[config.mk]
export PLATFORM = sky130hd
export DESIGN_NAME = perf_counter_ctrl
export DESIGN_NICKNAME = d
export VERILOG_FILES = /design/src/rtl/perf_counter_ctrl.sv
export SDC_FILE = /design/constraint.sdc
export NUM_CORES = 1
export LEC_CHECK = 0
export CAP_MARGIN = 20
export CELL_PAD_IN_SITES_DETAIL_PLACEMENT = 0
export CELL_PAD_IN_SITES_GLOBAL_PLACEMENT = 1
export CORE_UTILIZATION = 45
export DETAILED_ROUTE_END_ITERATION = 6
export PLACE_DENSITY_LB_ADDON = 0.1
export SYNTH_ARGS = -nofsm -noshare
export SYNTH_HDL_FRONTEND = slang
export SYNTH_SLANG_ARGS = --single-unit
[constraint.sdc]
create_clock -name i_clk -period 6.7 [get_ports i_clk]
set_input_delay 1.34 -clock i_clk [delete_from_list [all_inputs] [get_ports i_clk]]
set_output_delay 1.34 -clock i_clk [all_outputs]
set_load 0.03 [all_outputs]
[src/rtl/perf_counter_ctrl.sv]
// Performance-counter controller: cycle/insn/ctrl/mispredict counters sequenced
// by an IDLE/RUN/FROZEN FSM, with auto-stop at a fixed PC and a registered read bus.
module perf_counter_ctrl #(
  parameter int unsigned CNT_W   = 32,
  parameter logic [31:0] STOP_PC = 32'h1C
) (
  input  logic        i_clk,
  input  logic        i_reset,
  input  logic        i_insn_vld,
  input  logic        i_ctrl,
  input  logic        i_mispred,
  input  logic [31:0] i_pc,
  input  logic [2:0]  i_addr,
  input  logic        i_wren,
  input  logic [31:0] i_wdata,
  input  logic        i_rden,
  output logic [31:0] o_rdata,
  output logic        o_rvld,
  output logic        o_running,
  output logic        o_done
);

  typedef enum logic [1:0] {
    S_IDLE   = 2'd0,
    S_RUN    = 2'd1,
    S_FROZEN = 2'd2
  } state_t;

  state_t      r_state;
  logic        r_en;
  logic        r_autostop;
  logic [31:0] r_rdata;
  logic        r_rvld;
  logic        r_done;

  logic        w_ctrl_wr;
  logic        w_clr;
  logic        w_run;
  logic        w_stop;
  logic [3:0]  w_evt;
  logic [3:0]  w_ovf;
  logic [31:0] w_cnt_ext [4];
  logic [31:0] w_rd_mux;
  logic        w_unused;

  assign w_ctrl_wr = i_wren && (i_addr == 3'd0);
  assign w_clr     = w_ctrl_wr && i_wdata[1];
  assign w_run     = (r_state == S_RUN);
  // A CLR write in the same cycle overrides the auto-stop trigger.
  assign w_stop    = w_run && r_autostop && i_insn_vld && (i_pc == STOP_PC) && !w_clr;
  assign w_evt     = {i_mispred, i_ctrl, i_insn_vld, 1'b1};
  assign w_unused  = &{1'b0, i_wdata[31:3]};

  // Index 0 cycle, 1 insn, 2 ctrl, 3 mispred; each saturates with a sticky flag.
  for (genvar gi = 0; gi < 4; gi++) begin : g_cnt
    logic [CNT_W-1:0] r_val;
    logic             r_sat;

    always_ff @(posedge i_clk) begin
      if (i_reset || w_clr) begin
        r_val <= '0;
        r_sat <= 1'b0;
      end else if (w_run && w_evt[gi]) begin
        if (&r_val) begin
          r_sat <= 1'b1;
        end else begin
          r_val <= r_val + CNT_W'(1);
        end
      end
    end

    assign w_cnt_ext[gi] = 32'(r_val);
    assign w_ovf[gi]     = r_sat;
  end

  always_comb begin
    w_rd_mux = '0;
    case (i_addr)
      3'd0:    w_rd_mux = {29'd0, r_autostop, 1'b0, r_en};
      3'd1:    w_rd_mux = {24'd0, w_ovf, 2'b00, r_state};
      3'd2:    w_rd_mux = w_cnt_ext[0];
      3'd3:    w_rd_mux = w_cnt_ext[1];
      3'd4:    w_rd_mux = w_cnt_ext[2];
      3'd5:    w_rd_mux = w_cnt_ext[3];
      default: w_rd_mux = '0;
    endcase
  end

  always_ff @(posedge i_clk) begin
    if (i_reset) begin
      r_state    <= S_IDLE;
      r_en       <= 1'b0;
      r_autostop <= 1'b0;
      r_rdata    <= '0;
      r_rvld     <= 1'b0;
      r_done     <= 1'b0;
    end else begin
      r_rvld <= i_rden;
      if (i_rden) begin
        r_rdata <= w_rd_mux;
      end
      r_done <= w_stop;

      if (w_ctrl_wr) begin
        r_en       <= i_wdata[0];
        r_autostop <= i_wdata[2];
      end

      if (w_clr) begin
        r_state <= i_wdata[0] ? S_RUN : S_IDLE;
      end else if (w_stop) begin
        r_state <= S_FROZEN;
      end else if (w_ctrl_wr) begin
        case (r_state)
          S_IDLE:   if (i_wdata[0])  r_state <= S_RUN;
          S_RUN:    if (!i_wdata[0]) r_state <= S_FROZEN;
          S_FROZEN: if (i_wdata[0])  r_state <= S_RUN;
          default:  r_state <= S_IDLE;
        endcase
      end
    end
  end

  assign o_rdata   = r_rdata;
  assign o_rvld    = r_rvld;
  assign o_running = (r_state == S_RUN);
  assign o_done    = r_done;

endmodule

==> impl_metrics.yaml, run 1 <==
outcome:
  outcome: "finished clean"
worst_hold_path:
  min_path_cells: 2
  hold_path_end: "o_rdata[3]"
  min_from: "o_rdata[3]"
  hp-class: "reg -> reg"
clocking:
  cts_sinks: 170
  cts_hold_buf: 0
  cts_root_buffer: "clkbuf_16"
  cts_resized: 0
  cts_buffers: 17
  clk_path_buf_depth: 2
  clk-insertion-delay-late_ps: 430
  clk_pin_slew_ps: 70
  cts_tree: "done"
  cts_max_level: 4
  cts_setup_buffers: 0
logic_synthesis:
  syn-mean-instance-area_um2: 8.22
  ys.flop_type: "dfxtp_1"
  yosysSeqAreaShare: 0.381
  synthTopCellsByCount: "dfxtp_1, a21oi_1, nor2_1, nand2_1, o21ai_0"
  synth_top_area_cell: "dfxtp_1"
  syn-cell-area_mm2: 0.00892
  yosys-top-cells-area: "dfxtp_1, a21oi_1, a22o_1"
  synth-async-reset-ratio: 0
  synth_edf_count: 0
  synth_fa_ha_area_frac: 0.00561
  synthSimpleGateAreaFrac: 0.281
  synth-xor-area-share: 0.0294
  synth_fp_nets: 1164
  synth_cell_types: 69
  synthMuxAreaShare: 0.0255
  synth_seq_cells: 170
  yosys.area.top_type_share: 0.381
  syn-instance-count: 1086
  yosys_warnings: 0
  yosys.cell_count.top_type: "dfxtp_1"
  synth_top_family_by_area: "simple AND/OR/NAND/NOR gates"
  synth_compound_area_frac: 0.240
placement:
  dp_slack_ps: 2410
  dpl.hpwl_um: 18700
  dp.cells: 1378
  place.gp.congestion: 0.834
  port_buffers: 79
timing:
  worst_pin_slew_ps: 1060
  min_period_ps: 3810
  setup_viol: 0
  skew_ps: 13.0
  rsz0062_at_grt: "false"
  timing.hold.ws_ps: 469
  maxSlewHeadroom: 0.292
  hold_violations: 0
  fmax_mhz: 262
  final_max_slew_viol_count: 0
  fin_tns_setup_ps: 0
  setup_slack_ps: 2890
  post-route-period-util: 0.569
critical_path:
  r2r_cells: 6
  path_cells: "clkdlybuf4s50_1, nor4b_1, buf_4, a21oi_4, buf_4, nand2_1, a31oi_1, a41o_1"
  worstReg2RegStart: "r_state[0]"
  setup.worst_path.start_class: "input port"
  max_stage_delay_ps: 1010
  cp.depth: 8
  critPathTopFamily: "buffers and inverters"
  cp_max_fo: 28
  reg2reg_slack_ps: 3670
  crit_type: "in -> reg"
  end_kind: "flip-flop"
  rr_endpoint: "g_cnt[3].r_val[27]"
  cp_num_buf_inv: 3
  crit_top_cell: "buf_4"
  cp.arrival_ps: 4190
  required_ps: 7080
  crit_slowest_cell: "clkdlybuf4s50_1"
drt:
  via_per_inst: 6.02
  vias: 8485
  wl_per_cell_um: 18.7
  postRouteWirelength_um: 26400
  first_pass_iters: 5
  drtAntennaViolNets: 0
  remaining_drc_errors: 0
  drt_iter0_drc: 711
final_layout:
  area_delta_synth_final_pct: 17.4
  diodes: 0
  final_layout_size_suffix_gt1_frac: 0.0760
  fin_nets: 1210
  layoutNonFillerInstCount: 1410
  final_core_util: 0.538
floorplanning:
  die-area_mm2: 0.0204
  die_x_um: 143
  io_pins: 109
  initial_utilization: 0.459
  core-area_mm2: 0.0195
  placementRows: 51
  die_y_um: 143
global_route:
  grt_pass1_vias: 7446
  grt_max_degree: 69
  grt_pass1_wl_um: 41600
  overflow: 0
  antenna_found_initial: 0
  grt_use_total: 0.265
pwr:
  vdd_drop_max_uv: 145
  power.density_mw_per_mm2: 199
  p_leak_nw: 3.36
flow_run:
  drv_cap: 0
[kinds of logic (layout without fill, tap and decap cells)]
logic type / after synthesis / count (layout)
simple gates: 454 / 454
compound gates: 328 / 328
flops: 170 / 170
buf+inv: 78 / 137
xor+xnor: 30 / 30
mux: 22 / 22
fa+ha+maj: 4 / 4
[placed cells by master (no fill, tap or decap), types with 14 or more instances in the layout]
cell / count
nor2_1: 91
or3_1: 46
clkdlybuf4s50_1: 79
xnor2_1: 21
nand2_1: 85
clkbuf_16: 17
nand3_1: 38
nand4_1: 38
dfxtp_1: 170
nor3_1: 16
o21ai_0: 78
a31oi_1: 14
mux2i_1: 16
or4_1: 19
a21oi_1: 98
a22o_1: 50
nand2b_1: 33
[where the power goes]
| part | switching [mW] | internal (mW) | leakage, nW |
|---|---|---|---|
| registers | 0.00187 | 1.01 | 1.37 |
| logic | 0.0622 | 0.0434 | 1.71 |
| clock network | 0.433 | 0.534 | 0.279 |
| total | 0.497 | 1.59 | 3.36 |
[tightest hold or removal path, delay by kind of cell (launching register included)]
kind	cells	cell delay (ps)
AND/OR/NAND/NOR	1	60
AO/OA/AOI/OAI	1	60
flip-flops	1	310
[layer usage]
| layer | up-vias | part of all wire | track usage |
|---|---|---|---|
| li1 | 4182 | - | - |
| met1 | 4083 | 0.48 | 0.372 |
| met2 | 196 | 0.47 | 0.426 |
| met3 | 24 | 0.043 | 0.0399 |
| met4 | 0 | 0.0077 | 0.0594 |
| met5 | - | 0 | 0 |
[state kept, by name, indices dropped and copies added (netlist names)]
signal       flops
g_cnt.r_val    128
o_rdata         32
g_cnt.r_sat      4
r_state          2
o_done           1
o_rvld           1
r_autostop       1
r_en             1
[final cells by class]
cell class | instances | area [um2]
Sequential cell | 170 | 3400
Timing Repair Buffer | 92 | 901
Clock buffer | 19 | 453
Tap cell | 265 | 332
Multi-Input combinational cell | 838 | 5220
Clock inverter | 13 | 121
Inverter | 13 | 48.8
Fill cell | 1866 | 8980
[worst max path at each step]
stage                         start                 end
final                     i_addr[0]  g_cnt[3].r_val[10]
after global routing      i_addr[0]  g_cnt[0].r_val[31]
after CTS                 i_addr[0]  g_cnt[0].r_val[31]
after detailed placement  i_addr[0]  g_cnt[0].r_val[31]
after global placement    i_addr[0]  g_cnt[2].r_val[20]
after floorplan           i_addr[0]   g_cnt[3].r_val[1]
[per-stage QoR]
step | cell area (um2) | total power [mW]
final | 10500 | 2.09
after global routing | 10500 | 2.16
after CTS | 10500 | 2.11
after detailed placement | 9900 | 1.14
after global placement | 9900 | 1.14
after floorplan | 8920 | 1.09
Note: power is estimated with default switching activity, not from simulation.
==> inputs of run 2 (changes only) <==
--- a/config.mk
+++ b/config.mk
@@ -8,7 +8,7 @@
 export CAP_MARGIN = 20
 export CELL_PAD_IN_SITES_DETAIL_PLACEMENT = 0
 export CELL_PAD_IN_SITES_GLOBAL_PLACEMENT = 1
-export CORE_UTILIZATION = 45
+export CORE_UTILIZATION = 42
 export DETAILED_ROUTE_END_ITERATION = 6
 export PLACE_DENSITY_LB_ADDON = 0.1
 export SYNTH_ARGS = -nofsm -noshare
==> constraint.sdc (replaced) <==
create_clock -name i_clk -period 3.7 [get_ports i_clk]
set_input_delay 0.74 -clock i_clk [delete_from_list [all_inputs] [get_ports i_clk]]
set_output_delay 0.74 -clock i_clk [all_outputs]
set_load 0.03 [all_outputs]
==> impl_metrics.yaml, run 2 (synthesis results as in run 1) <==
global_route:
  grt_pass1_vias: 7684
  grt_max_degree: 42
  overflow: 0
  grt_pass1_wl_um: 43300
  antenna_found_initial: 0
  grt_use_total: 0.256
final_layout:
  layoutNonFillerInstCount: 1427
  mostFrequentLayoutCells: "dfxtp_1, a21oi_1, nor2_1"
  nFillCells: 2039
  layout_commonest_cell: "dfxtp_1"
  regArea_mm2: 0.00340
  final_layout_size_suffix_gt1_frac: 0.0864
  largest_reg_flops: 128
  multi_input_area_mm2: 0.00522
  top_register: "g_cnt.r_val"
  area_delta_synth_final_pct: 19.3
  fin_area_mm2: 0.0107
  fin_nets: 1222
  diodes: 0
drt:
  drtAntennaViolNets: 0
  vias: 8531
  wl_per_cell_um: 19.2
  drt_iter0_drc: 661
  postRouteWirelength_um: 27400
  remaining_drc_errors: 0
  first_pass_iters: 5
  via_per_inst: 5.98
clocking:
  clk_path_buf_depth: 2
  cts_sinks: 170
  cts_tree: "done"
  clk_pin_slew_ps: 70
  cts_hold_buf: 0
  cts_root_buffer: "clkbuf_16"
  cts_buffers: 17
  cts_setup_buffers: 0
  cts_max_level: 4
  clk-insertion-delay-late_ps: 440
  cts_resized: 0
floorplanning:
  die_x_um: 148
  die-area_mm2: 0.0218
  placementRows: 52
  core-area_mm2: 0.0206
  initial_utilization: 0.434
  io_pins: 109
  die_y_um: 148
critical_path:
  end_kind: "flip-flop"
  path_cells: "clkdlybuf4s50_1, and3b_1, a22oi_1, nand2_1, a21oi_1, nor2_1"
  max_stage_delay_ps: 970
  cp.arrival_ps: 3120
  crit_slowest_cell: "and3b_1"
  crit_type: "in -> reg"
  cp_max_fo: 27
  r2r_cells: 6
  setup.worst_path.start_class: "input port"
  critPathTopFamily: "simple AND/OR/NAND/NOR gates"
  required_ps: 4070
  rr_endpoint: "g_cnt[3].r_val[17]"
  worstReg2RegStart: "g_cnt[3].r_val[2]"
  reg2reg_slack_ps: 1040
  cp_num_buf_inv: 1
placement:
  port_buffers: 79
  dpl.hpwl_um: 19700
  dpl-instance-area_mm2: 0.0100
  place.gp.congestion: 0.834
  dp.cells: 1394
pwr:
  p_leak_nw: 3.45
  power.density_mw_per_mm2: 372
  vdd_drop_max_uv: 240
  p_total_mw: 3.97
timing:
  setup_viol: 0
  post-route-period-util: 0.742
  timing.hold.ws_ps: 473
  final_max_slew_viol_count: 0
  worst_pin_slew_ps: 1100
  fin_tns_setup_ps: 0
  maxSlewHeadroom: 0.267
  fmax_mhz: 364
  skew_ps: 9.10
  hold_violations: 0
  min_period_ps: 2750
  rsz0062_at_grt: "false"
worst_hold_path:
  hp-class: "reg -> reg"
  min_path_cells: 2
  hold_path_end: "o_rdata[8]"
  min_from: "o_rdata[8]"
outcome:
  outcome: "finished clean"
flow_run:
  drv_cap: 0
==> run 2: cell count changes in the layout (fill, tap and decap cells not counted), sizes merged <==
cell	delta
clkinv	-7
buf	+12
clkdlybuf4s50	-1
bufinv	+2
inv	+6
==> run 2: per-layer routing <==
metal	part of all wire	global-route usage	wire, um	vias up
met5	0	0	0	-
met4	0.012	0.0649	321	0
met3	0.055	0.0389	1500	24
met2	0.46	0.406	12600	227
met1	0.47	0.362	12900	4062
li1	-	-	-	4218
==> run 2: worst max-delay path by stage <==
stage	from	end	slack [ps]	cells past startpoint
after floorplan	i_addr[0]	g_cnt[3].r_val[1]	1130	7
after global placement	i_mispred	g_cnt[3].r_val[23]	540	7
after detailed placement	i_addr[0]	o_rdata[16]	550	6
after CTS	i_mispred	g_cnt[3].r_val[23]	990	7
after global routing	g_cnt[1].r_val[4]	g_cnt[1].r_val[30]	840	5
final	i_addr[0]	o_rdata[16]	950	6
==> run 2: layout make-up <==
cell class	count	area share
Tap cell	270	0.0317
Clock buffer	18	0.0412
Clock inverter	14	0.0172
Timing Repair Buffer	104	0.0959
Inverter	13	0.00458
Sequential cell	170	0.320
Multi-Input combinational cell	838	0.490
==> run 2: through the flow <==
step	worst slack, ps	utilization
6_report	954	0.518
3_3_place_gp	544	0.488
4_1_cts	991	0.518
3_5_place_dp	555	0.488
2_1_floorplan	1130	-
5_1_grt	836	0.518
==> run 2: worst reg2reg max path, cell delays in order (launching register included) <==
cell	delay, ps
dfxtp_1	420
nand4_1	310
or3_1	520
o311ai_1	810
buf_4	290
xor2_1	150
nor2_1	50
==> run 2: where the power goes <==
part	total, mW	internal [mW]	switching, mW
clock network	1.92	1.10	0.825
registers	1.84	1.83	0.00343
logic	0.205	0.0879	0.117
